File: src/rtl/serializador_enable.sv
// Parallel-in, serial-out transmitter: MSB first, DIV clocks per bit, frozen while enable=0.
// First bit appears the cycle after accept; in_ready stays low from accept until the block is back in IDLE.
module serializador_enable #(
    parameter int N   = 16,
    parameter int DIV = 4
) (
    input  logic         clk,
    input  logic         reset,
    input  logic         enable,
    input  logic [N-1:0] D,
    input  logic         in_valid,
    output logic         in_ready,
    output logic         sdata,
    output logic         bit_tick,
    output logic         frame,
    output logic         done
);

    localparam int BW = (N > 1) ? $clog2(N) : 1;
    localparam int DW = (DIV > 1) ? $clog2(DIV) : 1;

    localparam logic [1:0] ST_IDLE  = 2'd0;
    localparam logic [1:0] ST_SHIFT = 2'd1;
    localparam logic [1:0] ST_DONE  = 2'd2;

    localparam logic [BW-1:0] BIT_LAST = BW'(N - 1);
    localparam logic [DW-1:0] DIV_LAST = DW'(DIV - 1);

    logic [1:0]    state_q,   state_d;
    logic [N-1:0]  shreg_q,   shreg_d;
    logic [BW-1:0] bit_cnt_q, bit_cnt_d;
    logic [DW-1:0] div_cnt_q, div_cnt_d;
    logic          div_wrap;

    assign div_wrap = (div_cnt_q == DIV_LAST);

    assign in_ready = (state_q == ST_IDLE) & enable;
    assign frame    = (state_q == ST_SHIFT);
    assign sdata    = frame & shreg_q[N-1];
    assign bit_tick = frame & enable & div_wrap;
    assign done     = (state_q == ST_DONE);

    always_comb begin
        state_d   = state_q;
        shreg_d   = shreg_q;
        bit_cnt_d = bit_cnt_q;
        div_cnt_d = div_cnt_q;
        if (enable) begin
            case (state_q)
                ST_IDLE: begin
                    if (in_valid) begin
                        shreg_d   = D;
                        bit_cnt_d = BIT_LAST;
                        div_cnt_d = '0;
                        state_d   = ST_SHIFT;
                    end
                end
                ST_SHIFT: begin
                    if (!div_wrap) begin
                        div_cnt_d = div_cnt_q + DW'(1);
                    end else begin
                        div_cnt_d = '0;
                        shreg_d   = {shreg_q[N-2:0], 1'b0};
                        // bit_cnt counts remaining bits after the current one
                        if (bit_cnt_q == '0) begin
                            state_d = ST_DONE;
                        end else begin
                            bit_cnt_d = bit_cnt_q - BW'(1);
                        end
                    end
                end
                ST_DONE: state_d = ST_IDLE;
                default: state_d = ST_IDLE;
            endcase
        end
    end

    always_ff @(posedge clk) begin
        if (reset) begin
            state_q   <= ST_IDLE;
            shreg_q   <= '0;
            bit_cnt_q <= '0;
            div_cnt_q <= '0;
        end else begin
            state_q   <= state_d;
            shreg_q   <= shreg_d;
            bit_cnt_q <= bit_cnt_d;
            div_cnt_q <= div_cnt_d;
        end
    end

endmodule

File: config.mk
export PLATFORM = sky130hd
export DESIGN_NAME = serializador_enable
export DESIGN_NICKNAME = d
export VERILOG_FILES = /design/src/rtl/serializador_enable.sv
export SDC_FILE = /design/constraint.sdc
export NUM_CORES = 1
export LEC_CHECK = 0
export CAP_MARGIN = 20
export CORE_MARGIN = 8
export CORE_UTILIZATION = 25
export CTS_BUF_LIST = sky130_fd_sc_hd__clkbuf_4 sky130_fd_sc_hd__clkbuf_8
export CTS_CLUSTER_DIAMETER = 80
export DETAILED_ROUTE_END_ITERATION = 8
export HOLD_SLACK_MARGIN = 0.12
export PLACE_DENSITY = 0.49
export SYNTH_ARGS = -nofsm -noshare
export SYNTH_HDL_FRONTEND = slang
export SYNTH_SLANG_ARGS = --single-unit
export TNS_END_PERCENT = 20
File: constraint.sdc
create_clock -name clk -period 1.8 [get_ports clk]
set_input_delay 0.27 -clock clk [delete_from_list [all_inputs] [get_ports clk]]
set_output_delay 0.27 -clock clk [all_outputs]
set_load 0.05 [all_outputs]
======== Word level (Yosys, flattened, before mapping) ========
Index checks and enable logic that the tools add are counted.
storage, ports and cells
  word-level logic and storage cells ...... 38
  flip-flop bits (word level) ............. 24
  input bits .............................. 20
cells by class
  bitwise logic cells ..................... 4
  eq/ne operators ......................... 7
  reductions and logical operators ........ 7
  multiplexer cells ....................... 14
  add/sub/neg operators ................... 2
operators with widths
  cell                 count
  $mux 16              2
  $pmux 16 s2          1
  $mux 4               3
  $mux 2               5
  $pmux 2 s2           2
  $pmux 4 s2           1
  $reduce_and 4->1     2
  $reduce_and 5->1     1
  $and 1x1->1          4
  $eq 2x2->1 const B   2
  $logic_not 4->1      1
  $ne 2x1->1 const B   2
  $ne 2x2->1 const B   2
  $sub 4x1->4 const B  1
  $reduce_and 3->1     1
  $add 2x1->2 const B  1
  $eq 2x1->1 const B   1
  $logic_not 2->1      1
  $reduce_bool 2->1    1

======== Logic depth before layout (Yosys ltp) ========
  depth after elaboration ................. 4
  mapped depth ............................ 7
  depth with buffers taken out ............ 5

======== Worst setup path before layout ========
OpenSTA, ideal clock, no wires.
  path type ............................... reg-to-output
  start point ............................. reg state_q[1]
  end point ............................... out bit_tick
  setup slack ............................. 0.110 ns
  path buffers ............................ 3
  cell stages (with the launch flop) ...... 7
  data arrival time ....................... 1.420 ns
  cell sequence ........................... dfxtp_1 -> nand2b_1 -> buf_6 -> inv_4 -> buf_6 -> buf_6 -> and3_1
between the ends
  cells in the longest elaborated chain, start to end .. 3
ends and longest elaborated chain
  element                   line  source
  from (decl)               29    logic [1:0] state_q, state_d;
  from (signal assigned)    85    state_q <= state_d;
  $eq 2x1->1                38    assign frame = (state_q == ST_SHIFT);
  via frame                 15    output logic frame,
  $and 1x1->1 (2 in a row)  40    assign bit_tick = frame & enable & div_wrap;
  to (decl)                 14    output logic bit_tick,
The timed path passes the listed nets, and every way through them passes these cells.

======== Worst setup path in the final report ========
  start point ............................. reg state_q[1]
  end point ............................... out bit_tick
between the ends
  cells in the longest elaborated chain, start to end .. 3
ends and longest elaborated chain
  element                   line
  $eq 2x1->1                38
  $and 1x1->1 (2 in a row)  40
Every way passes these cells.

==> qor.txt <==
status: complete, no violations
CTS resizes: 0
switching pwr: 342 µW
Async SR Flop Fraction: 0%
TNS Setup: 0 ns
FF-to-FF Start: bit_cnt_q[0]$_SDFFE_PP0P_
area leader, netlist: dfxtp_1
global-route wire length before repair: 5520 µm
Seq pwr share: 47.4%
worst min path class: flip-flop to flip-flop
DPL Wire Length: 2290 µm
Seq/Total Area, Yosys: 37.0%
# H-tree levels: 1
min cycle time layout: 1.70 ns
top post-synthesis cells by count: 31 x nand2_1, 24 x dfxtp_1, 20 x a21oi_1
post-synth top area share: 37.0%
max-cap violations: 0
fillcell total: 539
Via Count: 1159
pin count of the biggest net entering global routing: 22
fraction of layout cells with a size suffix above 1: 22.0%
number of global-route vias before repair: 1136
Die X: 88.0 µm
die area: 7750 µm²
internal power: 894 µW
critical path arrival: 1.43 ns
GPL Wtd Cong: 0.724
FMAX: 587 MHz
diode count: 0
nets: 191
Mapped Nets: 168
Final Max Slew Viols: 0
First DRT Iteration DRCs: 158
Final ANT Viol Nets: 0
antenna violations before repair: 0
Placement Setup Slack: 0.0253 ns
post-synth design cell area: 1300 µm²
commonest register cell after synthesis: dfxtp_1
Least-Margin Pin Slew: 0.470 ns
crit-path cells: nand2b_2 > inv_6 > and3_1 > buf_12
Tcrit/Tclk final: 94.6%
die height: 88.0 µm
Crit-path slowest cell: dfxtp_1
type of origin of the critical path: flip-flop
clock network power share: 30.0%
Avg WL per Cell: 13.4 µm
number of synthesized flops with an enable pin: 0
RR Endpoint: bit_cnt_q[1]$_SDFFE_PP0P_
Crit Path Class: flip-flop to primary output
Critical Path RT: 1.53 ns
Worst Setup End Kind: primary output
RSZ-0062 raised after global routing: no
Num CTS Buffers: 3
average footprint of a synthesized cell: 8.89 µm²
vias per inst: 4.87
R2R cell count: 5
Initial Utilization: 25.6%
Tot GR Track Use: 8.84%
R2R setup slack: 0.25 ns
CP Capture Point: bit_tick
io pins: 25
DRC errors left: 0
grt ovf: 0
core area: 5070 µm²
# rows: 26
WL final: 3190 µm
Setup Fix Bufs, Post-CTS: 0
synthesis-stage register bit count: 24
Setup Skew: 0.00370 ns
CP Launch Point: state_q[1]$_SDFFE_PP0P_
multi-input logic area: 707 µm²
Final Hold Violating Endpoints: 0
Buffers on Ports: 24
CP peak stage delay: 0.36 ns
Final Worst Setup Slack: 0.0967 ns
CTS tree: done
yosys warns: 0
Max Buffers Root-to-Sink: 2
number of hold buffers added after CTS: 0
root buf cell: clkbuf_8
area grow syn2layout: 31.4%
switching share of power: 27.6%
critical path peak fanout: 20
cell with the most instances after synthesis: nand2_1
Clock Sinks: 24
PwrDens: 724 nW/µm²
Combinational Power Share: 22.5%
1st-pass router iterations: 4
Peak VDD IR: 0.000305 V
Hold Path Origin: shreg_q[10]$_SDFFE_PP0P_
register area: 480 µm²
synth unique cells: 37
top area cells in the synthesized netlist: dfxtp_1 37%, a311oi_2 12%, nand2_1 9.0%
final setup fails: 0
Rel. slew slack: 68.6%
P_leak: 0.592 nW
insertion delay to the later sink of the worst-skew pair: 0.27 ns
Reg clk slew, reported paths: 0.09 ns
Post-Synthesis Cells: 146
## sequential cells by signal, indices dropped and copies added (netlist names)
| name | count |
|---|---|
| bit_cnt_q | 4 |
| shreg_q | 16 |
| div_cnt_q | 2 |
| state_q | 2 |
## per-stage QoR
step	util [%]	total power, mW	hold slack [ns]	instance area (µm²)	cells
3_3_place_gp	32.4	0.870	0.468	1640	234
2_1_floorplan	-	0.779	0.367	1300	146
3_5_place_dp	32.4	0.875	0.470	1640	234
5_1_grt	33.6	1.30	0.513	1710	238
4_1_cts	33.5	1.24	0.484	1700	238
6_report	33.6	1.24	0.483	1710	238
## power by group through the flow
stage,logic (mW),clock network [mW],registers [mW]
floorplan,0.187,0,0.593
global placement,0.274,0,0.596
detailed placement,0.277,0,0.599
CTS,0.278,0.381,0.586
global route,0.306,0.402,0.591
finish,0.278,0.371,0.586
## how the worst min path moves through the flow
stage	slack [ns]	endpoint	cells past startpoint
6_report	0.48	shreg_q[11]$_SDFFE_PP0P_	2
5_1_grt	0.51	shreg_q[10]$_SDFFE_PP0P_	2
4_1_cts	0.48	shreg_q[11]$_SDFFE_PP0P_	2
3_5_place_dp	0.47	shreg_q[11]$_SDFFE_PP0P_	2
3_3_place_gp	0.47	shreg_q[13]$_SDFFE_PP0P_	2
2_1_floorplan	0.37	state_q[0]$_SDFFE_PP0P_	1
## cells by family after synthesis
family                     after synthesis  share of synthesized area (%)
adders and majority gates                2                           1.93
muxes                                    2                           2.22
AOI/OAI and AO/OA                       49                           31.3
and+or+nand+nor                         52                           18.6
DFF                                     24                           37.0
buffers and inverters                   17                           8.87
## worst max-delay path: cells and delay by family (launching register included)
family        cells  cell delay [ns]
buf+inv           2             0.32
flops             1             0.36
simple gates      2             0.49
## cell usage in the layout (no fill, tap or decap)
cell type,n
nand2_1,31
a211o_1,1
nand3_1,2
clkdlybuf4s50_1,19
o31ai_1,2
o22ai_1,1
nor2_2,2
inv_6,1
o21ai_0,3
a311oi_1,5
o41ai_1,1
nor3b_1,1
a221oi_2,1
clkbuf_8,4
or2_2,2
nor2b_1,2
and2_1,1
mux2_4,1
nand4_1,2
nand2b_2,1
inv_1,3
and2b_2,1
o41a_1,1
a31oi_1,1
buf_12,6
dfxtp_1,24
ha_1,2
a31o_2,1
buf_4,6
a211oi_1,1
a311o_1,1
and3_1,1
nor2_1,2
nor4_1,1
mux2i_2,1
a311oi_2,10
nand2b_1,3
a21oi_1,20
## routing by layer
metal  up-vias  share of wire [%]  GRT usage [%]
met2        15                 48           14.0
met3         4                3.3           2.16
met5         -                  0              0
li1        580                  -              -
met4         0                1.1           3.23
met1       560                 48           11.3
## area by class of cell
| type | count | share of cell area [%] |
|---|---|---|
| Sequential cell | 24 | 28.2 |
| Multi-Input combinational cell | 105 | 41.5 |
| Tap cell | 70 | 5.14 |
| Inverter | 4 | 1.17 |
| Timing Repair Buffer | 31 | 20.8 |
| Clock buffer | 4 | 3.23 |
Note: power is estimated with default switching activity, not from simulation.
